==> src/rtl/lpc_pkg.sv <==
// lpc_pkg: shared state type and LAD codes for the LPC I/O target.
// SYNC wait insertion is selected by LPC_SYNC_WAIT_EN in lpc_io_target.
package lpc_pkg;

  typedef enum logic [3:0] {
    ST_IDLE,
    ST_CYCTYPE,
    ST_ADDR,
    ST_WDATA,
    ST_HTAR,
    ST_SWAIT,
    ST_SYNC,
    ST_RDATA,
    ST_TTAR
  } lpc_state_e;

  localparam logic [3:0] LPC_START       = 4'h0;
  localparam logic [3:0] IO_RD           = 4'h0;
  localparam logic [3:0] IO_WR           = 4'h2;
  localparam logic [3:0] SYNC_READY      = 4'h0;
  localparam logic [3:0] SYNC_SHORT_WAIT = 4'h5;
  localparam logic [3:0] LAD_TAR         = 4'hF;

endpackage

==> src/rtl/lpc_io_target_if.sv <==
// lpc_io_target_if: LPC frame/LAD pad bundle between host and target.
// master = host side, slave = I/O target side.
interface lpc_io_target_if;

  logic       LFRAMEn;
  logic [3:0] LadIn;
  logic [3:0] LadOut;
  logic       LadOe;

  modport master (
    output LFRAMEn,
    output LadIn,
    input  LadOut,
    input  LadOe
  );

  modport slave (
    input  LFRAMEn,
    input  LadIn,
    output LadOut,
    output LadOe
  );

endinterface

==> src/rtl/lpc_nibble_shift.sv <==
// lpc_nibble_shift: 16-bit address (MSB nibble first) and 8-bit data
// (LSB nibble first) shifters, with a parallel load for read data.
module lpc_nibble_shift
  import lpc_pkg::*;
(
  input  logic        LpcClock,
  input  logic        PciReset,
  input  logic        i_addr_shift,
  input  logic        i_data_shift,
  input  logic        i_data_load,
  input  logic [3:0]  i_nib,
  input  logic [7:0]  i_load,
  output logic [15:0] o_addr,
  output logic [7:0]  o_data
);

  logic [15:0] r_addr;
  logic [7:0]  r_data;

  always_ff @(posedge LpcClock or negedge PciReset) begin
    if (!PciReset) begin
      r_addr <= '0;
      r_data <= '0;
    end else begin
      if (i_addr_shift)
        r_addr <= {r_addr[11:0], i_nib};
      unique case (1'b1)
        i_data_load:  r_data <= i_load;
        i_data_shift: r_data <= {i_nib, r_data[7:4]};
        default:      r_data <= r_data;
      endcase
    end
  end

  assign o_addr = r_addr;
  assign o_data = r_data;

endmodule

==> src/rtl/lpc_io_target.sv <==
// lpc_io_target: LPC I/O-cycle target decoding a 32-byte window into
// register strobes. Define LPC_SYNC_WAIT_EN to add one short-wait SYNC.
module lpc_io_target
  import lpc_pkg::*;
#(
  parameter logic [15:0] BASE_ADDR = 16'h0800
) (
  input  logic             LpcClock,
  input  logic             PciReset,
  lpc_io_target_if.slave   bus,
  input  logic [7:0]       ReadData,
  output logic             Write,
  output logic             Read,
  output logic [4:0]       RegAddress,
  output logic [7:0]       Data
);

  localparam logic [15:0] WIN_MASK = 16'hFFE0;

`ifdef LPC_SYNC_WAIT_EN
  localparam lpc_state_e STROBE_ST = ST_SWAIT;
`else
  localparam lpc_state_e STROBE_ST = ST_SYNC;
`endif

  lpc_state_e  r_st;
  logic [1:0]  r_cnt;
  logic        r_wr;
  lpc_state_e  w_nst;
  logic [1:0]  w_ncnt;
  logic [15:0] w_addr;
  logic [15:0] w_addr_nx;
  logic [7:0]  w_data;
  logic        w_hit;
  logic        w_load;
  logic        w_ashift;
  logic        w_dshift;

  // Decode sees the address as it will be after the last nibble lands.
  assign w_addr_nx = (w_addr << 4) | {12'h000, bus.LadIn};
  assign w_hit     = (w_addr_nx & WIN_MASK) == (BASE_ADDR & WIN_MASK);
  assign w_ashift  = bus.LFRAMEn && (r_st == ST_ADDR);
  assign w_dshift  = bus.LFRAMEn && (r_st == ST_WDATA);
  assign w_load    = (r_st == STROBE_ST) && !r_wr;

  lpc_nibble_shift u_shift (
    .LpcClock     (LpcClock),
    .PciReset     (PciReset),
    .i_addr_shift (w_ashift),
    .i_data_shift (w_dshift),
    .i_data_load  (w_load),
    .i_nib        (bus.LadIn),
    .i_load       (ReadData),
    .o_addr       (w_addr),
    .o_data       (w_data)
  );

  assign RegAddress = w_addr[4:0];
  assign Data       = w_data;

  always_comb begin
    w_nst  = r_st;
    w_ncnt = r_cnt + 2'd1;
    if (!bus.LFRAMEn) begin
      w_ncnt = '0;
      w_nst  = (bus.LadIn == LPC_START) ? ST_CYCTYPE : ST_IDLE;
    end else begin
      unique case (r_st)
        ST_IDLE: w_ncnt = '0;
        ST_CYCTYPE: begin
          w_ncnt = '0;
          w_nst  = (bus.LadIn == IO_RD || bus.LadIn == IO_WR) ?
                   ST_ADDR : ST_IDLE;
        end
        ST_ADDR: if (r_cnt == 2'd3) begin
          w_ncnt = '0;
          w_nst  = !w_hit ? ST_IDLE : r_wr ? ST_WDATA : ST_HTAR;
        end
        ST_WDATA: if (r_cnt[0]) begin
          w_ncnt = '0;
          w_nst  = ST_HTAR;
        end
        ST_HTAR: if (r_cnt[0]) begin
          w_ncnt = '0;
          w_nst  = STROBE_ST;
        end
        ST_SWAIT: begin
          w_ncnt = '0;
          w_nst  = ST_SYNC;
        end
        ST_SYNC: begin
          w_ncnt = '0;
          w_nst  = r_wr ? ST_TTAR : ST_RDATA;
        end
        ST_RDATA: if (r_cnt[0]) begin
          w_ncnt = '0;
          w_nst  = ST_TTAR;
        end
        ST_TTAR: if (r_cnt[0]) begin
          w_ncnt = '0;
          w_nst  = ST_IDLE;
        end
        default: begin
          w_ncnt = '0;
          w_nst  = ST_IDLE;
        end
      endcase
    end
  end

  always_ff @(posedge LpcClock or negedge PciReset) begin
    if (!PciReset) begin
      r_st       <= ST_IDLE;
      r_cnt      <= '0;
      r_wr       <= 1'b0;
      Write      <= 1'b0;
      Read       <= 1'b0;
      bus.LadOe  <= 1'b0;
      bus.LadOut <= LAD_TAR;
    end else begin
      r_st  <= w_nst;
      r_cnt <= w_ncnt;
      if (r_st == ST_CYCTYPE && bus.LFRAMEn)
        r_wr <= (bus.LadIn == IO_WR);
      Write <= (w_nst == STROBE_ST) && r_wr;
      Read  <= (w_nst == STROBE_ST) && !r_wr;
      // Pad drive reflects the bus cycle being entered.
      unique case (w_nst)
        ST_SWAIT: begin
          bus.LadOe  <= 1'b1;
          bus.LadOut <= SYNC_SHORT_WAIT;
        end
        ST_SYNC: begin
          bus.LadOe  <= 1'b1;
          bus.LadOut <= SYNC_READY;
        end
        ST_RDATA: begin
          bus.LadOe  <= 1'b1;
          bus.LadOut <= w_ncnt[0] ? w_data[7:4] :
                        w_load ? ReadData[3:0] : w_data[3:0];
        end
        ST_TTAR: begin
          bus.LadOe  <= !w_ncnt[0];
          bus.LadOut <= LAD_TAR;
        end
        default: begin
          bus.LadOe  <= 1'b0;
          bus.LadOut <= LAD_TAR;
        end
      endcase
    end
  end

endmodule

==> src/flat_wrapper.sv <==
// flat-port wrapper written by rule: the top's interface ports become plain ports
module lpc_io_target_flat import lpc_pkg::*;
#(
  parameter logic [15:0] BASE_ADDR = 16'h0800
)
  (LpcClock, PciReset, ReadData, Write, Read, RegAddress, Data, bus_LFRAMEn, bus_LadIn, bus_LadOut, bus_LadOe);
  lpc_io_target_if bus_i ();
  input  logic LpcClock;
  input  logic PciReset;
  input  logic [7:0] ReadData;
  output logic Write;
  output logic Read;
  output logic [4:0] RegAddress;
  output logic [7:0] Data;
  input wire logic [$bits(bus_i.LFRAMEn)-1:0] bus_LFRAMEn;
  input wire logic [$bits(bus_i.LadIn)-1:0] bus_LadIn;
  output wire logic [$bits(bus_i.LadOut)-1:0] bus_LadOut;
  output wire logic [$bits(bus_i.LadOe)-1:0] bus_LadOe;
  assign bus_i.LFRAMEn = bus_LFRAMEn;
  assign bus_i.LadIn = bus_LadIn;
  assign bus_LadOut = bus_i.LadOut;
  assign bus_LadOe = bus_i.LadOe;
  lpc_io_target #(.BASE_ADDR(BASE_ADDR)) u_core (.LpcClock(LpcClock), .PciReset(PciReset), .bus(bus_i), .ReadData(ReadData), .Write(Write), .Read(Read), .RegAddress(RegAddress), .Data(Data));
endmodule
==> config.mk <==
export PLATFORM = sky130hd
export DESIGN_NAME = lpc_io_target_flat
export DESIGN_NICKNAME = d
export VERILOG_FILES = /design/src/rtl/lpc_pkg.sv /design/src/rtl/lpc_io_target_if.sv /design/src/rtl/lpc_nibble_shift.sv /design/src/rtl/lpc_io_target.sv /design/src/flat_wrapper.sv
export SDC_FILE = /design/constraint.sdc
export NUM_CORES = 1
export LEC_CHECK = 0
export BUFFER_PORTS_ARGS = -buffer_cell sky130_fd_sc_hd__clkbuf_2
export CAP_MARGIN = 25
export CORE_MARGIN = 2
export CORE_UTILIZATION = 55
export CTS_CLUSTER_DIAMETER = 30
export CTS_CLUSTER_SIZE = 30
export DETAILED_ROUTE_END_ITERATION = 10
export GPL_ROUTABILITY_DRIVEN = 1
export PLACE_DENSITY = 0.79
export SYNTH_ARGS = -nofsm -noshare
export SYNTH_HDL_FRONTEND = slang
export SYNTH_HIERARCHICAL = 1
export SYNTH_SLANG_ARGS = --single-unit
==> constraint.sdc <==
create_clock -name LpcClock -period 5.09 [get_ports LpcClock]
set_input_delay 0 -clock LpcClock [delete_from_list [all_inputs] [get_ports LpcClock]]
set_output_delay 0 -clock LpcClock [all_outputs]
set_load 0.005 [all_outputs]
After elaboration in Yosys (flattened, before gate mapping). Cells that the tools add are included.

Register bits after elaboration: 34. Latch bits: 0. RAM bits: 0. Memory bits (read-only): 0. Output and inout port bits: 20. Memories kept: 0.

Add/subtract/negate cells: 1. Multipliers: 0. Div/mod/pow operators: 0. $lt $le $gt $ge: 0. Equal/unequal tests: 15. Shifts and indexed selects: 0. Multiplexer cells: 21. Bitwise operators: 1. Reduce and logical (&&, ||, !) cells: 14.

Operator list (number): 2-to-1 mux 4 bit (10); one-hot mux 4 bit (9 select lines) (1); == test 4 x 3 -> 1 bit (second input constant) (7); OR 16 x 4 -> 16 bit (1); one-hot mux 8 bit (2 select lines) (1); == test 4 x 2 -> 1 bit (second input constant) (3); one-hot mux 4 bit (3 select lines) (1); == test 11 x 7 -> 1 bit (second input constant) (1); == test 4 bit (second input constant) (2); logical NOT 4 bit (2); 2-to-1 mux 2 bit (4); logical AND 1 bit (6); == test 4 x 1 -> 1 bit (second input constant) (1); one-hot mux 2 bit (2 select lines) (1); OR reduction 4 bit (1); 2-to-1 mux 3 bit (1); OR reduction 3 bit (1); adder 2 x 1 -> 2 bit (second input constant) (1); == test 2 bit (second input constant) (1); logical NOT 1 bit (2); one-hot mux 1 bit (2 select lines) (1); nonzero test 2 bit (1); logical OR 1 bit (1); 2-to-1 mux 1 bit (1).

Logic depth before layout (Yosys ltp). Gate-level depths: netlist of the first run.

Word-level depth: 9. Gate-level depth with buffers: 7. Mapped depth without buffers: 6.

Modules after synthesis. The synthesis of the first run kept the hierarchy.

Modules (own cells, without submodules): lpc_nibble_shift (times used 1, cells each 68, area an instance 1012.2 µm², sequential area each 600.6 µm²); lpc_io_target (times used 1, cells each 102, area an instance 957.2 µm², sequential area each 355.3 µm²).

Worst setup path after synthesis of the first run. No wires, ideal clock.

Kind: register to register. From: register u_core.r_cnt[0]. To: register u_core.bus.LadOe. Arrival time: 1.529 ns. Data required time: 4.945 ns. Path slack: 3.416 ns. Cell stages (with the launch flop): 7. Buffers on the path: 0. Cell sequence: dfrtp_1 -> ha_1 -> inv_1 -> a31oi_1 -> nor2_1 -> o32ai_2 -> o31ai_1.

Word-level cells in the longest chain between the ends: 7.

Ends and longest elaborated chain: start: declaration (line lpc_io_target.sv:27) `logic [1:0] r_cnt;`; start signal: assignment (line lpc_io_target.sv:122) `r_cnt <= w_ncnt;`; == test 2 bit (line lpc_io_target.sv:75) `ST_ADDR: if (r_cnt == 2'd3) begin`; 2-to-1 mux 4 bit (line lpc_io_target.sv:75); one-hot mux 4 bit (9 select lines) (line lpc_io_target.sv:68) `unique case (r_st)`; 2-to-1 mux 4 bit (line lpc_io_target.sv:64) `if (!bus.LFRAMEn) begin`; == test 4 x 3 -> 1 bit (line lpc_io_target.sv:128) `unique case (w_nst)`; OR reduction 3 bit (no source line); one-hot mux 1 bit (2 select lines) (*) (line lpc_io_target.sv:128); end signal: assignment (line lpc_io_target.sv:143) `bus.LadOe <= !w_ncnt[0];`; end: declaration (line lpc_io_target_if.sv:21) `output LadOe`.

Mark *: on every way between the ends. The rest lies on a longest branch, timed or not. A chain may end at the register's enable or synchronous reset.

Worst setup path in the final report of the first run.
From: register u_core.r_st[2]. To: register u_core.u_shift.r_data[7] (netlist: u_core/u_shift/o_data[7]).

Word-level cells in the longest chain between the ends: 3.

Ends and longest elaborated chain: start: declaration (line lpc_io_target.sv:26) `lpc_state_e r_st;`; start signal: assignment (line lpc_io_target.sv:121) `r_st <= w_nst;`; == test 4 x 2 -> 1 bit or == test 4 x 3 -> 1 bit (tied branches) (line lpc_io_target.sv:43, lpc_io_target.sv:44); logical AND 1 bit, on equally long branches (line lpc_io_target.sv:43, lpc_io_target.sv:44); one-hot mux 8 bit (2 select lines) or nonzero test 2 bit (tied branches); end signal: assignment (line lpc_nibble_shift.sv:28) `i_data_load: r_data <= i_load;`; end signal: assignment (line lpc_nibble_shift.sv:29) `i_data_shift: r_data <= {i_nib, r_data[7:4]};`; end signal: assignment (line lpc_nibble_shift.sv:30) `default: r_data <= r_data;`; end: declaration (line lpc_nibble_shift.sv:18) `logic [7:0] r_data;`.

Parallel ways exist; a longest one is shown, timed or not.

==> metrics, run 1 <==
total number of vias about 1400; CP Class reg -> reg; vias in the first global route 1436; most frequent cells in the layout 34 x clkbuf_2, 30 x dfrtp_1, 16 x nand2_1; clock sink count 34; first-pass GRT wire length 6600 um; Root Buffer clkbuf_4; combinational power share 8.6%; Layout Utilization 68.9%; static leakage 1.00 nW; worst vdd ir 0.000221 V; Sw Pwr 110 uW; delay-heaviest family, CP simple AND/OR/NAND/NOR gates; Antenna Diode Count 0; Tcrit/Tclk final 52.0%; Worst Setup End Kind flip-flop; WL per Instance between 15 and 20 um; Max Cap Violations 0; reg-to-reg slack, setup around 2.4 ns; Clock Skews 0.0124 ns; Top-Level Pins 35; GRT Overall Usage 24.2%; Worst-path clk slew 0.09 ns; share of total power in sequential cells 61.5%; die height roughly 60 um; switching part of the total 23.8%; P_int between 300 and 400 uW; Req. time, crit path 5.30 ns; DIE AREA 3790 um^2; Cell Rows 20; RSZ-0062 raised after global routing false; Post-Route WL roughly 3900 um; WP data arrival around 2.9 ns; routability cong. approximately 0.79; most common cell after layout, fill and taps aside clkbuf_2; grt ovf 0; Syn Area/Cell approximately 11 um^2; largest net degree at the start of global routing 35; dpl hpwl 2730 um; Core Area 3100 um^2; Final WS setup 2.45 ns; Tot Pwr 461 uW; Num CTS Buffers 5; critical path launch point type flip-flop; die width around 62 um; clock share of power 29.8%; critical path's largest stage delay 0.75 ns; synth warn 6; max-slew violations 0; post-synthesis net count 179; drt pass-1 iters 4; worst path bufs/invs 1; initial antenna violation count 0; Starting Density roughly three fifths; Syn Inst Count 162; critical path fanouts, max 16; share of cells above drive strength 1 30.8%; fmax 0.378 GHz; pre-CTS setup slack 2.86 ns; Hold Fails Final Rpt 0; slew at the pin closest to its max-slew limit 0.897 ns; clk_lat worst skew 0.33 ns; post-route design area ~2100 um^2; slowest cell on the critical path and3_1; crit-path cells nor2b_1, and3_1, mux2i_1, o21ai_0, dlygate4sd3_1; synthesized area 1820 um^2; setup TNS 0 ns; nets@finish 224; Avg Vias per Cell 5.49; htree depth 2; # port buffers 34; Initial DRC Count 82; Setup-failing EPs final 0; Area Overhead vs Synth 17.4%; clk buf depth 2; Rel. slew slack roughly 40%; Layout fillers 250; CTS tree built; outcome finished, final reports clean; Min Clock Period, post-route 2.64 ns; pwr/cell area approximately 220 nW/um^2; Area after DPL 1960 um^2; Residual DRC 0; final antenna-violating net count 0; Hold WC Path Type in -> reg
-- worst min-delay path: stages --
cell	delay (ns)
clkbuf_2	0.13
nand3_1	0.13
o21ai_0	0.09
-- final timing paths --
| kind | startpoint | to | cells past startpoint |
|---|---|---|---|
| min in group asynchronous | PciReset | u_core/u_shift/o_data[0]$_DFFE_PN0P_ | 2 |
| min reg2reg | u_core/u_shift/o_addr[10]$_DFFE_PN0P_ | u_core/u_shift/o_addr[10]$_DFFE_PN0P_ | 1 |
| max in group asynchronous | PciReset | u_core/u_shift/o_addr[1]$_DFFE_PN0P_ | 2 |
| min | bus_LFRAMEn | u_core/r_cnt[1]$_DFF_PN0_ | 3 |
| max | u_core/r_st[2]$_DFF_PN0_ | u_core/u_shift/o_data[7]$_DFFE_PN0P_ | 5 |
| max reg2reg | u_core/r_st[2]$_DFF_PN0_ | u_core/u_shift/o_data[7]$_DFFE_PN0P_ | 5 |
-- what timing repair did --
action                    in CTS  in global routing
hold buffers                  13                  0
resized for setup              0                  0
hold endpoints to repair      43                  0
buffers inserted               0                  0
-- metal layers --
layer | vias to the layer above | part of all wire, % | track usage, %
li1 | 663 | - | -
met1 | 677 | 42 | 31.3
met2 | 40 | 52 | 39.8
met3 | 4 | 4.6 | 5.67
met4 | 0 | 0.75 | 8.81
met5 | - | 0 | 0
-- power groups by stage --
stage	registers, mW	logic, mW	clock network [mW]
3_5_place_dp	0.289	0.0320	0
5_1_grt	0.285	0.0439	0.156
6_report	0.284	0.0398	0.138
2_1_floorplan	0.287	0.0134	0
4_1_cts	0.284	0.0398	0.143
3_3_place_gp	0.288	0.0313	0
-- cell type report --
class | instances | area (um^2) | area share, %
multi-input cells | 113 | 855 | 40.0
inverters | 6 | 22.5 | 1.05
clock buffers | 8 | 48.8 | 2.28
repair buffers | 47 | 300 | 14.1
well taps | 44 | 55.1 | 2.58
flip-flops and latches | 34 | 856 | 40.0
-- flip-flops by register name, summed over array words and instances, names as in the netlist --
| name | cells |
|---|---|
| u_core/u_shift/o_addr | 12 |
| u_core/bus.LadOut | 4 |
| u_core/r_st | 4 |
| u_core/r_cnt | 2 |
| u_core/u_shift/o_data | 8 |
| u_core/Read | 1 |
| u_core/r_wr | 1 |
| u_core/Write | 1 |
| u_core/bus.LadOe | 1 |
-- per-stage QoR --
stage          cells  hold slack, ns
5_1_grt          252          0.0679
4_1_cts          252          0.0483
2_1_floorplan    162          -0.296
3_5_place_dp     231           0.126
6_report         252          0.0690
3_3_place_gp     231           0.118
(Power assumes the default switching activity.)
==> run 2, diff against run 1 <==
Clock period 5.09 ns to 2.8 ns, I/O delays scaled along.
==> run 2 against run 1 <==
  * Fmax increased by 0.73%
  * Register-to-register slack got worse by 2.3 ns
  * Clock skew decreased by 0.0026 ns
  * Design area is 1.1% lower
  * Combinational power rose by 76%
  * Count of clock-buffer cells in the layout is the same
  * Final cell count is 0.79% lower
  * Total power increased by 81%
  * Flip-flop and latch count did not move
  * Critical endpoint is now u_core/u_shift/o_data[6]$_DFFE_PN0P_
  * Highest routed layer unchanged
==> metrics, run 2 (synthesis gave the netlist of run 1 again) <==
r2r endpoint u_core/u_shift/o_data[6]$_DFFE_PN0P_; Setup-failing EPs final 0; cts repair resizes 0; Cell Rows 20; Max Cap Violations 0; placed cells 232; max-slew violations 0; Hold WC Path Type in -> reg; fmax 0.381 GHz; Hold Path Origin ReadData[2]; wire length on met1 1660 um; launching element of the worst setup path u_core/r_st[1]$_DFF_PN0_; Worst Setup End Kind flip-flop; total number of vias about 1400; Worst-path clk slew 0.10 ns; Area after DPL 1970 um^2; WP data arrival 2.84 ns; vias in the first global route ~1400; worst vdd ir 0.000334 V; routability cong. 0.837; Max Used Layer met4; Multi-input gate area 855 um^2; Hold Fails Final Rpt 0; most common cell after layout, fill and taps aside clkbuf_2; die height between 60 and 70 um; Clock Skews roughly 0.0099 ns; met3 wire length 162 um; Non-Filler Instances 250; setup TNS 0 ns; met2 routed WL 1940 um; Initial DRC Count 92; largest net degree at the start of global routing 35; initial antenna violation count 0; Layout fillers 240; WL per Instance 15.4 um; worst r2r src u_core/r_st[1]$_DFF_PN0_; grt ovf 0; DIE AREA 3790 um^2; pre-CTS setup slack 0.602 ns; Antenna Diode Count 0; Root Buffer clkbuf_4; Min Clock Period, post-route 2.63 ns; # port buffers 34; reg-to-reg slack, setup 0.17 ns; Num CTS Buffers 5; Rel. slew slack 42.5%; Final WS setup 0.175 ns; clk_lat worst skew 0.33 ns; CP Class reg -> reg; nets@finish 222; critical path launch point type flip-flop; Starting Density about 59%; Residual DRC 0; FF/Latch Area 856 um^2; pwr/cell area 394 nW/um^2; Tcrit/Tclk final 93.8%; clk buf depth 2; Post-Route WL 3850 um; share of cells above drive strength 1 31.6%; CTS tree built; Hold Path End u_core/u_shift/o_data[2]$_DFFE_PN0P_; Avg Vias per Cell 5.56; clock sink count 34; postcts setup bufs 0; Top-Level Pins 35; first-pass GRT wire length 6230 um; GRT Overall Usage 23.5%; die width 61.5 um; Area Overhead vs Synth 16.2%; final antenna-violating net count 0; critical path fanouts, max 16; worst hold path depth 3; max reg flops 12; htree depth 2; static leakage about 0.99 nW; RSZ-0062 raised after global routing false; drt pass-1 iters 4; post-route design area roughly 2100 um^2; most frequent cells in the layout 34 x clkbuf_2, 30 x dfrtp_1, 16 x nand2_1; dpl hpwl 2720 um; slew at the pin closest to its max-slew limit 0.863 ns; outcome finished, final reports clean; R2R cell count 5; Req. time, crit path 3.02 ns; Core Area 3100 um^2
-- run 2: changes by cell type in the layout (fill, tap and decap cells not counted) --
cell / previous run / this run
dlygate4sd3_1: 13 / 10
buf_4: 0 / 1
-- run 2: cell type report --
class | instances | share of cell area (%)
tap | 44 | 2.60
clock buffer | 8 | 2.31
sequential | 34 | 40.5
multi-input combinational | 113 | 40.4
timing repair buffer | 45 | 13.1
inverter | 6 | 1.07
-- run 2: layer usage --
metal  up-vias  track usage (%)
met1       675             29.6
met2        43             38.9
li1        664                -
met4         0             11.6
met3         9             4.20
met5         -                0
-- run 2: how the worst max path moves through the flow --
stage                                                 endpoint  slack [ns]  depth (start not counted)
after floorplan                     u_core/bus.LadOe$_DFF_PN0_        1.13                          6
after global placement          u_core/bus.LadOut[1]$_DFF_PN1_        0.68                          5
after detailed placement        u_core/bus.LadOut[3]$_DFF_PN1_        0.60                          5
after CTS                 u_core/u_shift/o_data[7]$_DFFE_PN0P_        0.26                          5
after global routing      u_core/u_shift/o_data[6]$_DFFE_PN0P_        0.04                          5
final                     u_core/u_shift/o_data[6]$_DFFE_PN0P_        0.17                          5
-- run 2: timing repair --
action / CTS / global route
endpoints found under the hold margin: 40 / 0
setup endpoints to repair: 0 / 0
hold buffers: 10 / 0
-- run 2: per-stage QoR --
| stage | total power, mW | util [%] | hold WS (ns) |
|---|---|---|---|
| floorplan | 0.546 | - | -0.296 |
| global placement | 0.581 | 63.3 | 0.119 |
| detailed placement | 0.584 | 63.3 | 0.125 |
| CTS | 0.842 | 68.1 | 0.0108 |
| global route | 0.870 | 68.1 | 0.0442 |
| finish | 0.834 | 68.1 | 0.0170 |
-- run 2: worst max-delay path, cell delays in order (launching register included) --
cell           delay, ns
dfrtp_1             0.55
nor2b_1             0.25
and3_1              0.76
mux2i_1             0.25
o21ai_0             0.11
dlygate4sd3_1       0.58
-- run 2: report_power, final --
group | switching, mW | internal [mW]
Combinational | 0.0356 | 0.0345
Clock | 0.148 | 0.0999
Sequential | 0.0138 | 0.502
Total | 0.197 | 0.636
==> run 3, diff against run 2 <==
Settings changed: CTS_CLUSTER_SIZE 30 to 10, HOLD_SLACK_MARGIN set to 0.02.
==> run 3 against run 2 <==
  * Utilization increased by 0.32 points
  * Worst hold slack gained 0.027 ns
  * Sequential share of layout area decreased by 0.19 points
  * Die area did not move
  * Clock skew about the same
  * Clock power about the same
  * Total power grew 0.16%
  * Critical path type unchanged
  * Critical endpoint unchanged
  * Highest routed layer unchanged
==> metrics, run 3 (synthesis gave the netlist of run 1 again) <==
outcome finished, final reports clean; Starting Density between 50% and 60%; Residual DRC 0; WP data arrival 2.84 ns; Hold Path Origin ReadData[1]; drt pass-1 iters 4; die width 61.5 um; worst path bufs/invs 1; met3 wire length 136 um; Layout fillers 238; critical path fanouts, max 16; max-slew violations 0; Setup-failing EPs final 0; first-pass GRT wire length between 6000 and 7000 um; vias in the first global route 1361; setup TNS 0 ns; WL per Instance 15.3 um; critical path's largest stage delay 0.76 ns; static leakage 0.996 nW; share of cells above drive strength 1 31.4%; Worst Setup End Kind flip-flop; die height 61.5 um; Min Clock Period, post-route 2.63 ns; launching element of the worst setup path u_core/r_st[1]$_DFF_PN0_; Rel. slew slack 42.3%; Max Cap Violations 0; clk buf depth 2; dpl hpwl between 2000 and 3000 um; nets@finish 223; Initial DRC Count 81; slowest cell on the critical path and3_1; CP Class reg -> reg; GRT Overall Usage 23.5%; Worst path depth 5; Tcrit/Tclk final 93.8%; max reg flops 12; Clock Skews 0.0101 ns; most common cell after layout, fill and taps aside clkbuf_2; r2r endpoint u_core/u_shift/o_data[6]$_DFFE_PN0P_; critical path launch point type flip-flop; Area Overhead vs Synth 16.7%; clock sink count 34; fmax 0.381 GHz; Area after DPL just under 2000 um^2; DIE AREA 3790 um^2; slew at the pin closest to its max-slew limit between 0.8 and 0.9 ns; Hold Fails Final Rpt 0; # port buffers 34; worst vdd ir 0.000334 V; htree depth 2; Req. time, crit path 3.02 ns; largest net degree at the start of global routing 35; most frequent cells in the layout 34 x clkbuf_2, 30 x dfrtp_1, 16 x nand2_1; met2 routed WL ~2000 um; post-route design area between 2000 and 2500 um^2; Root Buffer clkbuf_4; grt ovf 0; Antenna Diode Count 0; Top-Level Pins 35; pwr/cell area 393 nW/um^2; RSZ-0062 raised after global routing false; reg-to-reg slack, setup 0.17 ns; wire length on met1 1670 um; crit-path cells nor2b_1, and3_1, mux2i_1, o21ai_0, dlygate4sd3_1; Post-Route WL 3850 um; routability cong. 0.837; critical path endpoint u_core/u_shift/o_data[6]$_DFFE_PN0P_; Worst-path clk slew 0.10 ns; final antenna-violating net count 0; delay-heaviest family, CP simple AND/OR/NAND/NOR gates; CTS tree built; Cell Rows 20; Max Used Layer met4; initial antenna violation count 0; worst r2r src u_core/r_st[1]$_DFF_PN0_; Core Area 3100 um^2; Num CTS Buffers 5; clk_lat worst skew 0.34 ns; Hold WC Path Type in -> reg; Avg Vias per Cell 5.53; total number of vias between 1000 and 1500; R2R cell count 5
run 3: layout make-up:
| type | count | area, um^2 | share of cell area [%] |
|---|---|---|---|
| sequential | 34 | 856 | 40.3 |
| multi-input combinational | 113 | 855 | 40.2 |
| inverter | 6 | 22.5 | 1.06 |
| tap | 44 | 55.1 | 2.59 |
| timing repair buffer | 46 | 288 | 13.5 |
| clock buffer | 8 | 48.8 | 2.30 |
run 3: per-stage QoR:
step	worst slack [ns]	power (mW)	util [%]	hold WS, ns	instances
detailed placement	0.602	0.584	63.3	0.125	232
global route	0.0418	0.871	68.5	0.0456	251
finish	0.175	0.835	68.5	0.0436	251
CTS	0.257	0.843	68.5	0.0394	251
global placement	0.683	0.581	63.3	0.119	232
floorplan	1.13	0.546	-	-0.296	162
run 3: how the worst min path moves through the flow:
stage,cells past startpoint,to,slack (ns)
2_1_floorplan,0,u_core/Read$_DFF_PN0_,-0.30
3_3_place_gp,1,u_core/u_shift/o_data[6]$_DFFE_PN0P_,0.12
3_5_place_dp,1,u_core/u_shift/o_data[6]$_DFFE_PN0P_,0.12
4_1_cts,3,u_core/u_shift/o_data[4]$_DFFE_PN0P_,0.04
5_1_grt,3,u_core/u_shift/o_data[1]$_DFFE_PN0P_,0.05
6_report,3,u_core/u_shift/o_data[1]$_DFFE_PN0P_,0.04
run 3: per-layer routing:
layer	track usage (%)	vias to the layer above
met5	0	-
li1	-	664
met2	38.8	36
met1	29.9	679
met3	4.20	9
met4	11.6	0
run 3: timing repair:
item / CTS / global route
hold buffers: 11 / 0
endpoints found under the hold margin: 42 / 0
gates resized for setup: 0 / 0
buffers inserted: 0 / 0
run 3: tightest hold or removal path, delay by kind of cell:
| kind | cells | cell delay, ns |
|---|---|---|
| AO/OA/AOI/OAI | 1 | 0.16 |
| buffers and inverters | 1 | 0.10 |
| multiplexers | 1 | 0.08 |
run 3: report_power, final:
group	internal [mW]	switching, mW	leakage (nW)
clock	0.0999	0.148	0.0265
sequential	0.502	0.0138	0.454
combinational	0.0354	0.0356	0.516
total	0.637	0.198	0.996
